$ cat src/rtl/io_output_bank_if.sv
// CPU-side bus bundle for io_output_bank: address, data and strobes in;
// live port values, readback data and change pulses out.
interface io_output_bank_if #(
  parameter int NPORTS = 4,
  parameter int DATA_W = 32
);
  logic [31:0]              addr;
  logic [31:0]              datain;
  logic                     write_io_enable;
  logic                     read_io_enable;
  logic [NPORTS*DATA_W-1:0] out_port;
  logic [31:0]              rdata;
  logic [NPORTS-1:0]        port_updated;

  modport master (
    output addr, datain, write_io_enable, read_io_enable,
    input  out_port, rdata, port_updated
  );

  modport slave (
    input  addr, datain, write_io_enable, read_io_enable,
    output out_port, rdata, port_updated
  );
endinterface

$ cat src/rtl/io_output_bank.sv
// Memory-mapped bank of output ports with WRITE/SET/CLEAR/TOGGLE ops selected by
// addr[9:8], optional shadow+commit double buffering, registered readback.
module io_output_bank #(
  parameter int         NPORTS = 4,
  parameter int         DATA_W = 32,
  parameter logic [7:0] BASE   = 8'h80,
  parameter int         DBUF   = 0
) (
  input  logic            io_clk,
  input  logic            reset,
  io_output_bank_if.slave bus
);

  localparam logic DB = (DBUF != 0);

  // Word address (addr[7:2]) of register slot idx; slot NPORTS is COMMIT.
  function automatic logic [5:0] word_of(input int idx);
    logic [7:0] a;
    a = BASE + 8'(4 * idx);
    return a[7:2];
  endfunction

  function automatic logic [DATA_W-1:0] apply_op(
    input logic [DATA_W-1:0] cur,
    input logic [DATA_W-1:0] d,
    input logic [1:0]        op
  );
    case (op)
      2'b00:   apply_op = d;
      2'b01:   apply_op = cur | d;
      2'b10:   apply_op = cur & ~d;
      2'b11:   apply_op = cur ^ d;
      default: apply_op = cur;
    endcase
  endfunction

  function automatic logic [31:0] zext(input logic [DATA_W-1:0] v);
    logic [31:0] r;
    r             = 32'd0;
    r[DATA_W-1:0] = v;
    return r;
  endfunction

  localparam logic [5:0] COMMIT_WORD = word_of(NPORTS);

  logic [DATA_W-1:0] r_live       [NPORTS];
  logic [DATA_W-1:0] r_shadow     [NPORTS];
  logic [31:0]       r_rdata;
  logic [NPORTS-1:0] r_updated;

  logic [DATA_W-1:0] w_live_nxt   [NPORTS];
  logic [DATA_W-1:0] w_shadow_nxt [NPORTS];
  logic [NPORTS-1:0] w_hit;
  logic              w_commit;
  logic              w_pending;
  logic [31:0]       w_rd_val;
  logic [DATA_W-1:0] w_d;
  logic [1:0]        w_op;
  logic              w_unused_bits;

  // Address decode, op evaluation, commit and readback selection.
  always_comb begin
    w_d       = bus.datain[DATA_W-1:0];
    w_op      = bus.addr[9:8];
    w_commit  = (bus.addr[7:2] == COMMIT_WORD);
    w_pending = 1'b0;
    w_rd_val  = 32'd0;
    w_hit     = {NPORTS{1'b0}};
    for (int i = 0; i < NPORTS; i++) begin
      w_hit[i]  = (bus.addr[7:2] == word_of(i));
      w_pending = w_pending | (DB & (r_shadow[i] != r_live[i]));
      w_rd_val  = w_rd_val | (w_hit[i] ? zext(DB ? r_shadow[i] : r_live[i]) : 32'd0);
      w_shadow_nxt[i] = (bus.write_io_enable && w_hit[i] && DB)
                        ? apply_op(r_shadow[i], w_d, w_op) : r_shadow[i];
      if (bus.write_io_enable && w_commit && DB) begin
        w_live_nxt[i] = r_shadow[i];
      end else if (bus.write_io_enable && w_hit[i] && !DB) begin
        w_live_nxt[i] = apply_op(r_live[i], w_d, w_op);
      end else begin
        w_live_nxt[i] = r_live[i];
      end
    end
    // Pending flag is only ever nonzero in double-buffered mode.
    w_rd_val = w_rd_val | {31'd0, w_commit & w_pending};
  end

  // Live/shadow registers, change pulses and readback register.
  always_ff @(posedge io_clk or posedge reset) begin
    if (reset) begin
      for (int i = 0; i < NPORTS; i++) begin
        r_live[i]   <= {DATA_W{1'b0}};
        r_shadow[i] <= {DATA_W{1'b0}};
      end
      r_rdata   <= 32'd0;
      r_updated <= {NPORTS{1'b0}};
    end else begin
      for (int i = 0; i < NPORTS; i++) begin
        r_live[i]    <= w_live_nxt[i];
        r_shadow[i]  <= w_shadow_nxt[i];
        r_updated[i] <= (w_live_nxt[i] != r_live[i]);
      end
      if (bus.read_io_enable) begin
        r_rdata <= w_rd_val;
      end else begin
        r_rdata <= r_rdata;
      end
    end
  end

  for (genvar g = 0; g < NPORTS; g++) begin : g_out
    assign bus.out_port[g*DATA_W +: DATA_W] = r_live[g];
  end

  assign bus.rdata         = r_rdata;
  assign bus.port_updated  = r_updated;
  assign w_unused_bits     = ^{bus.addr[31:10], bus.addr[1:0], bus.datain};

endmodule
$ cat src/flat_wrapper.sv
// flat-port wrapper written by rule: the top's interface ports become plain ports
module io_output_bank_flat 
#(
  parameter int         NPORTS = 4,
  parameter int         DATA_W = 32,
  parameter logic [7:0] BASE   = 8'h80,
  parameter int         DBUF   = 0
)
  (io_clk, reset, bus_addr, bus_datain, bus_write_io_enable, bus_read_io_enable, bus_out_port, bus_rdata, bus_port_updated);
  io_output_bank_if #(.NPORTS(NPORTS), .DATA_W(DATA_W)) bus_i ();
  input  logic io_clk;
  input  logic reset;
  input wire logic [$bits(bus_i.addr)-1:0] bus_addr;
  input wire logic [$bits(bus_i.datain)-1:0] bus_datain;
  input wire logic [$bits(bus_i.write_io_enable)-1:0] bus_write_io_enable;
  input wire logic [$bits(bus_i.read_io_enable)-1:0] bus_read_io_enable;
  output wire logic [$bits(bus_i.out_port)-1:0] bus_out_port;
  output wire logic [$bits(bus_i.rdata)-1:0] bus_rdata;
  output wire logic [$bits(bus_i.port_updated)-1:0] bus_port_updated;
  assign bus_i.addr = bus_addr;
  assign bus_i.datain = bus_datain;
  assign bus_i.write_io_enable = bus_write_io_enable;
  assign bus_i.read_io_enable = bus_read_io_enable;
  assign bus_out_port = bus_i.out_port;
  assign bus_rdata = bus_i.rdata;
  assign bus_port_updated = bus_i.port_updated;
  io_output_bank #(.NPORTS(NPORTS), .DATA_W(DATA_W), .BASE(BASE), .DBUF(DBUF)) u_core (.io_clk(io_clk), .reset(reset), .bus(bus_i));
endmodule
$ cat config.mk
export PLATFORM = sky130hd
export DESIGN_NAME = io_output_bank_flat
export DESIGN_NICKNAME = d
export VERILOG_FILES = /design/src/rtl/io_output_bank_if.sv /design/src/rtl/io_output_bank.sv /design/src/flat_wrapper.sv
export SDC_FILE = /design/constraint.sdc
export NUM_CORES = 1
export LEC_CHECK = 0
export CORE_ASPECT_RATIO = 1.4
export CORE_MARGIN = 2
export CORE_UTILIZATION = 50
export CTS_CLUSTER_SIZE = 40
export DETAILED_ROUTE_END_ITERATION = 8
export PLACE_DENSITY = 0.77
export SLEW_MARGIN = 20
export SYNTH_ARGS = -nofsm -noshare
export SYNTH_HDL_FRONTEND = slang
export SYNTH_SLANG_ARGS = --single-unit
$ cat constraint.sdc
create_clock -name io_clk -period 5.9 [get_ports io_clk]
set_input_delay 1.18 -clock io_clk [delete_from_list [all_inputs] [get_ports io_clk]]
set_output_delay 1.18 -clock io_clk [all_outputs]
set_load 0.02 [all_outputs]
Word level (Yosys, flattened, before mapping)
Cells that the tools add are included.
{"block": "word_totals", "in_bits": 68, "mem_bits_ro": 0, "mem_count": 0, "regBits": 164, "latchBits": 0, "out_inout_bits": 164, "mem_bits_rw": 0}
{"block": "classes", "n_shift": 0, "mul": 0, "n_lt_le_gt_ge": 0, "muxes": 12, "eq_ne": 11, "div": 0, "n_reduce_logical": 5, "bitwise_logic": 16, "add_sub_neg": 0}
{"cell": "$pmux 32 s4", "count": 4}
{"cell": "$mux 32", "count": 8}
{"cell": "$or 32x32->32", "count": 7}
{"cell": "$and 32x32->32", "count": 4}
{"cell": "$ne 32x32->1", "count": 4}
{"cell": "$xor 32x32->32", "count": 4}
{"cell": "$not 32->32", "count": 1}
{"cell": "$eq 6x6->1 const B", "count": 4}
{"cell": "$eq 2x2->1 const B", "count": 2}
{"cell": "$logic_and 1x1->1", "count": 4}
{"cell": "$eq 2x1->1 const B", "count": 1}
{"cell": "$logic_not 2->1", "count": 1}

Longest topological paths before layout
Gate-level depths: netlist (run 1).
{"block": "depth", "depth_word": 5, "mapped_depth": 11, "mapped_depth_nobuf": 9}

Worst setup path after synthesis (run 1)
No wires, ideal clock.
{"block": "synth_timing", "path_type": "input to register", "start": "input port bus_datain[0]", "end": "register u_core.r_updated[0], in the netlist u_core.bus.port_updated[0]", "path_slack_ns": 2.807, "path_stages": 7, "arrival_ns": 2.955, "cell_sequence": "inv_1 ha_1 mux4_2 xnor2_1 or4_1 nor4_1 a31oi_1"}
{"block": "synth_between", "elab_chain_len": 5, "elab_cells_between_ends": 7, "cone_classes": "eq/ne: 1; mux: 2; bitwise: 4"}
{"element": "start, declared", "line": "flat_wrapper.sv:14", "rtl": "input wire logic [$bits(bus_i.datain)-1:0] bus_datain;"}
{"element": "$not 32->32"}
{"element": "$and 32x32->32", "line": "io_output_bank.sv:31", "rtl": "2'b10: apply_op = cur & ~d;"}
{"element": "$pmux 32 s4 (*)", "line": "io_output_bank.sv:28", "rtl": "case (op)"}
{"element": "$mux 32 (*)", "line": "io_output_bank.sv:77", "rtl": "end else if (bus.write_io_enable && w_hit[i] && !DB) begin"}
{"element": "$ne 32x32->1 (*)", "line": "io_output_bank.sv:100", "rtl": "r_updated[i] <= (w_live_nxt[i] != r_live[i]);"}
{"element": "end signal, assigned", "line": "io_output_bank.sv:95", "rtl": "r_updated <= {NPORTS{1'b0}};"}
{"element": "end signal, assigned by index", "line": "io_output_bank.sv:100"}
{"element": "end, declared", "line": "io_output_bank.sv:49", "rtl": "logic [NPORTS-1:0] r_updated;"}
Every way passes the cells marked *; elsewhere a longest branch is shown, timed or not.
A chain may end at the register's enable or synchronous reset.

==> flow_summary.json, run 1 <==
{
  "status": "finished clean",
  "worstRegToRegCells": 9,
  "die_x_um": 158,
  "synth_nets": 2203,
  "post-place-cells": 2441,
  "worstPathMaxFanout": 58,
  "final-setup-viol-count": 0,
  "core_um2": 32500,
  "gp_congestion": 0.981,
  "power_frac_comb_pct": 38.0,
  "pwr_density_cell_nw_per_um2": 232,
  "drive_above_1_share_pct": 7.67,
  "drtAntennaViolNets": 0,
  "instances_no_fill": 2474,
  "cts_root_buf": "clkbuf_16",
  "drt-total-wl_um": 59100,
  "ctsHoldBuffers": 0,
  "worstMarginPinSlew_ns": 1.09,
  "grt_pass1_vias": 14763,
  "path_clk_slew_ns": 0.07,
  "pin_count": 232,
  "startpoint_type": "primary input",
  "cellLeakagePower_nw": 8.73,
  "rsz0062_at_grt": "no",
  "postCtsSetupRepairBufs": 0,
  "clockBufferDepth": 2,
  "ctsResizeCount": 0,
  "synth-seq-cells": 164,
  "dieArea_um2": 34600,
  "seqPwrFrac_pct": 33.6,
  "p_int_w": 0.00270,
  "wire_per_inst_um": 23.9,
  "rows": 78,
  "peakVddDrop_mv": 0.180,
  "area_growth_pct": 17.1,
  "cap_violations": 0,
  "hold_depth": 2,
  "dr.pass1.iters": 8,
  "clock-sinks": 164,
  "antenna_found_initial": 1,
  "synth_mux_area_share_pct": 12.6,
  "tritoncts": "done",
  "skew_ns": 0.0133,
  "synth_edf_count": 0,
  "grt.overflow.total": 0,
  "dpl_cell_area_um2": 18700,
  "die_y_um": 219,
  "relSlewSlack_pct": 27.5,
  "drv_slew": 0,
  "clock_latency_ns": 0.47,
  "synth-warning-count": 0,
  "grt_usage_pct": 34.1,
  "ys_seq_area_share_pct": 24.8,
  "fmax_mhz": 252,
  "synth_compound_gate_area_share_pct": 18.2,
  "async_flop_share_pct": 100,
  "clock_power_share_pct": 28.4,
  "post-route-drc-count": 0,
  "vias": 15204,
  "grt_pass1_wl_um": 88000,
  "yosys.area_share.simple_pct": 10.7,
  "grt_max_degree": 108,
  "synth_top_family_by_area": "adder cells",
  "viasPerCell": 6.15,
  "tns_ns": 0,
  "fillers": 2735,
  "synth_cells": 1879,
  "synth_xor_area_share_pct": 4.66,
  "cts_made_buffers": 17,
  "arrival_ns": 4.33,
  "criticalPathCategory": "primary input to flip-flop",
  "fin_crit_ns": 3.98,
  "hold_class": "flip-flop to flip-flop",
  "synth-adder-area-share_pct": 19.4,
  "h-tree-depth": 4,
  "syn_area_per_cell_um2": 8.81,
  "finalHoldViolCount": 0,
  "critPathCaptureType": "flip-flop",
  "drtIter0Drc": 1542,
  "post-route-period-util_pct": 67.4,
  "numPortBuffers": 207,
  "worst_ep_required_time_ns": 6.25,
  "final_util_pct": 59.6,
  "reg2reg_slack_ns": 2.88,
  "swShare_pct": 40.0,
  "power_switching_w": 0.00180,
  "synth_cell_types": 71,
  "nets": 2344,
  "fin_area_um2": 19400,
  "dp_hpwl_um": 42900,
  "start_util_pct": 50.9,
  "synthFlopType": "dfrtp_1",
  "syn_area_um2": 16500
}
==> per-layer routing <==
layer	vias to the layer above	GRT usage (%)	part of all wire, %
li1	6825	-	-
met1	7437	41.4	37
met2	742	54.6	47
met3	200	5.67	7.4
met4	0	23.8	8.1
met5	-	0	0
==> path summary, 6_finish.rpt <==
path / from / end
hold reg to reg: u_core.bus.rdata[15] / u_core.bus.rdata[15]
min in group asynchronous: reset / u_core.bus.rdata[15]
max in group asynchronous: reset / u_core.bus.out_port[71]
setup reg to reg: u_core.bus.out_port[48] / u_core.bus.port_updated[1]
setup / recovery: bus_addr[5] / u_core.bus.out_port[89]
hold / removal: u_core.bus.rdata[15] / u_core.bus.rdata[15]
==> cells in the mapped netlist (6+ instances only) <==
library cell  count  share of area [%]
nor2b_1          27                1.0
buf_4            10               0.45
nor3_1           16               0.48
xnor2_1          88                4.7
o22ai_1          15               0.57
ha_1            256                 19
inv_1           244                5.5
nand4_1          10               0.38
buf_6            21                1.4
a21oi_1         170                5.1
a211oi_1         36                1.6
a31oi_1          40                1.5
clkbuf_1         43               0.98
o221ai_1          8               0.42
nor4_1           11               0.42
buf_2            23               0.70
dfrtp_1         164                 25
a211o_1           6               0.32
nand2_1          82                1.9
and3_1            6               0.23
nor2_1          210                4.8
mux4_2           42                5.7
a22oi_1          67                3.0
o21ai_0          63                1.9
mux2_2           33                2.2
buf_1             9               0.20
mux2i_1          64                3.9
nand2b_1         11               0.42
nand3_1          10               0.30
==> cell type report <==
class | count | area (µm²) | area share, %
Multi-Input combinational cell | 1361 | 10900 | 56.1
Timing Repair Buffer | 231 | 2290 | 11.8
Inverter | 245 | 927 | 4.78
Clock inverter | 14 | 198 | 1.02
Antenna cell | 1 | 2.50 | 0.0129
Sequential cell | 164 | 4100 | 21.2
Tap cell | 440 | 551 | 2.84
Clock buffer | 18 | 439 | 2.27
==> flip-flops by register name, indices dropped and copies added (netlist names) <==
signal,count
u_core.bus.out_port,128
u_core.bus.rdata,32
u_core.bus.port_updated,4
==> power groups by stage <==
stage               clock network, W  registers [W]  logic (W)
floorplan                          0        0.00158   0.000918
global placement                   0        0.00152    0.00161
detailed placement                 0        0.00152    0.00168
CTS                          0.00128        0.00150    0.00169
global route                 0.00133        0.00152    0.00184
finish                       0.00128        0.00151    0.00171
==> cell usage in the layout (no fill, tap or decap), types with 4 or more instances in the layout <==
cell	count
inv_6	5
and3_1	6
nor3_1	16
a22oi_1	67
mux4_2	42
o21ai_0	63
o2111ai_1	5
nor2b_1	26
xnor2_1	88
a21o_1	5
inv_1	243
o221ai_1	8
nand4_1	10
nand2b_1	11
dfrtp_1	164
nor4_1	11
mux2i_1	64
clkdlybuf4s50_1	204
mux2_2	33
o21a_1	4
and2_1	5
bufinv_16	4
a21oi_1	170
a211oi_1	36
o22ai_1	15
o211ai_1	5
a221oi_1	5
a31oi_1	40
a211o_1	6
clkbuf_16	17
nand3_1	9
a2111oi_0	5
nand2_1	79
ha_1	256
buf_4	21
nor2_1	209
==> through the flow <==
stage	total power, W	setup WS, ns	hold WS [ns]
global placement	0.00313	1.55	0.528
finish	0.00450	1.92	0.539
floorplan	0.00250	0.287	0.623
global route	0.00470	1.79	0.567
detailed placement	0.00320	1.50	0.530
CTS	0.00448	1.98	0.540
==> worst max-delay path, cell delays in order <==
cell and delay, ns:
clkdlybuf4s50_1 0.57, nor4b_2 0.57, nor2b_1 0.28, and2_1 0.89, nand2_2 0.07, buf_4 0.38, mux2_2 0.37
==> kinds of logic after synthesis <==
logic type | Yosys count
flops | 164
xor+xnor | 88
compound gates | 472
simple gates | 400
buf+inv | 354
fa+ha+maj | 256
mux | 145
Note: power is estimated with default switching activity, not from simulation.
==> run 2: changes to the inputs <==
--- a/config.mk
+++ b/config.mk
@@ -10,7 +10,7 @@
 export CORE_UTILIZATION = 50
 export CTS_CLUSTER_SIZE = 40
 export DETAILED_ROUTE_END_ITERATION = 8
-export PLACE_DENSITY = 0.77
+export PLACE_DENSITY = 0.74
 export SLEW_MARGIN = 20
 export SYNTH_ARGS = -nofsm -noshare
 export SYNTH_HDL_FRONTEND = slang
==> constraint.sdc (replaced) <==
create_clock -name io_clk -period 3.77 [get_ports io_clk]
set_input_delay 0.754 -clock io_clk [delete_from_list [all_inputs] [get_ports io_clk]]
set_output_delay 0.754 -clock io_clk [all_outputs]
set_load 0.02 [all_outputs]
==> run 2 against run 1 <==
Against the previous run: non-clock buffer count rose by 102; final cell count rose by 4.1%; routed wire length up 5.2%; global-route usage grew 2.4 points; worst hold slack lost 0.00086 ns; utilization rose by 2.7 points; sequential power is 56% higher; critical endpoint is now u_core.bus.port_updated[0]; combinational power grew 65%; critical path depth is 4 higher; highest routed layer unchanged; largest cell class unchanged.
==> flow_summary.json, run 2 (synthesis gave the netlist of run 1 again) <==
{
  "status": "finished clean",
  "diodes": 0,
  "layout_commonest_cell": "ha_1",
  "viasPerCell": 6.10,
  "clock-sinks": 164,
  "grt_pass1_vias": 15677,
  "startpoint_type": "primary input",
  "cp-startpoint": "bus_datain[4]",
  "largest_reg_flops": 128,
  "grt.overflow.total": 0,
  "mostFrequentLayoutCells": "ha_1 (256), inv_1 (243), nor2_1 (209), clkdlybuf4s50_1 (204), a21oi_1 (170)",
  "crit_family": "buffers and inverters",
  "h-tree-depth": 4,
  "path_clk_slew_ns": 0.07,
  "rsz0062_at_grt": "no",
  "die_x_um": 158,
  "grt_pass1_wl_um": 93300,
  "area_growth_pct": 22.4,
  "cts_root_buf": "clkbuf_16",
  "final_util_pct": 62.3,
  "skew_ns": 0.00981,
  "whs_ns": 0.538,
  "pwr_density_cell_nw_per_um2": 356,
  "numPortBuffers": 207,
  "cap_violations": 0,
  "core_um2": 32500,
  "drt-total-wl_um": 62200,
  "final-setup-viol-count": 0,
  "rows": 78,
  "drtIter0Drc": 1353,
  "gp_congestion": 1.01,
  "cellLeakagePower_nw": 9.25,
  "dp_hpwl_um": 46600,
  "arrival_ns": 3.65,
  "postCtsSetupRepairBufs": 0,
  "ctsHoldBuffers": 0,
  "antenna_found_initial": 0,
  "critPathCaptureType": "flip-flop",
  "ctsResizeCount": 0,
  "hold_class": "primary input to async pin",
  "tritoncts": "done",
  "drv_slew": 0,
  "worst-path-buf-inv": 3,
  "tns_ns": 0,
  "dr.pass1.iters": 6,
  "dieArea_um2": 34600,
  "fillers": 2715,
  "clock_latency_ns": 0.47,
  "setup_ws_ns": 0.435,
  "crit_slowest_cell": "xnor2_1",
  "worst_ep_required_time_ns": 4.08,
  "post-route-drc-count": 0,
  "start_util_pct": 50.9,
  "nets": 2446,
  "wire_per_inst_um": 24.2,
  "criticalPathCategory": "primary input to flip-flop",
  "drtAntennaViolNets": 0,
  "post-place-cells": 2543,
  "drive_above_1_share_pct": 12.1,
  "vias": 15698,
  "post-route-period-util_pct": 88.5,
  "grt_usage_pct": 36.5,
  "peakVddDrop_mv": 0.315,
  "crit_path_cell_trace": "clkdlybuf4s50_1, inv_1, ha_1, mux2i_1, xnor2_1, nor2_1, a2111oi_0, nand4_1, nor4_1, buf_4, a31oi_1",
  "fmax_mhz": 300,
  "fin_crit_ns": 3.33,
  "relSlewSlack_pct": 48.3,
  "finalHoldViolCount": 0,
  "reg2reg_from": "u_core.bus.out_port[48]",
  "post-place-ws_ns": 0.0501,
  "cts_made_buffers": 17,
  "grt_max_degree": 102,
  "die_y_um": 219,
  "clockBufferDepth": 2,
  "worstMarginPinSlew_ns": 0.776,
  "instances_no_fill": 2575,
  "cp_slowest_stage_delay_ns": 0.51,
  "pin_count": 232,
  "worstPathMaxFanout": 7
}
[run 2: cell types whose count changed in the layout (fill, tap and decap cells not counted), moves of 2 or more]
cell | before | now
buf_4 | 21 | 115
buf_12 | 3 | 11
inv_6 | 5 | 1
clkinv_2 | 2 | 0
clkinv_4 | 2 | 4
clkinvlp_4 | 2 | 4
[run 2: where the power goes]
group          internal [W]  switching, W
clock               0.00116      0.000865
sequential          0.00195      0.000403
combinational       0.00124       0.00159
[run 2: stage by stage]
step | power (W) | cell area, µm²
final | 0.00720 | 20300
after global routing | 0.00752 | 20300
after CTS | 0.00717 | 20300
after detailed placement | 0.00515 | 19600
after global placement | 0.00504 | 19600
after floorplan | 0.00391 | 16600
[run 2: layout make-up]
cell class	count	area [µm²]	area share (%)
flip-flops and latches	164	4100	20.3
clock buffers	19	453	2.24
multi-input cells	1361	10900	53.7
inverters	245	926	4.57
well taps	440	551	2.72
clock inverters	13	198	0.976
repair buffers	333	3160	15.6
[run 2: routing by layer]
| layer | track usage (%) | share of wire (%) | up-vias |
|---|---|---|---|
| met2 | 59.4 | 47 | 809 |
| met4 | 27.5 | 8.1 | 0 |
| li1 | - | - | 7039 |
| met3 | 6.14 | 7.4 | 238 |
| met5 | 0 | 0 | - |
| met1 | 42.7 | 37 | 7612 |
[run 2: worst paths after layout]
| check | end | slack, ns | depth (start not counted) |
|---|---|---|---|
| min in group io_clk | u_core.bus.rdata[3] | 0.54 | 2 |
| worst max register to register | u_core.bus.port_updated[1] | 0.89 | 9 |
| max in group asynchronous | u_core.bus.out_port[72] | 2.37 | 3 |
| worst min-delay path | u_core.bus.rdata[15] | 0.54 | 2 |
| worst min register to register | u_core.bus.rdata[3] | 0.54 | 2 |
| worst max-delay path | u_core.bus.port_updated[0] | 0.44 | 11 |
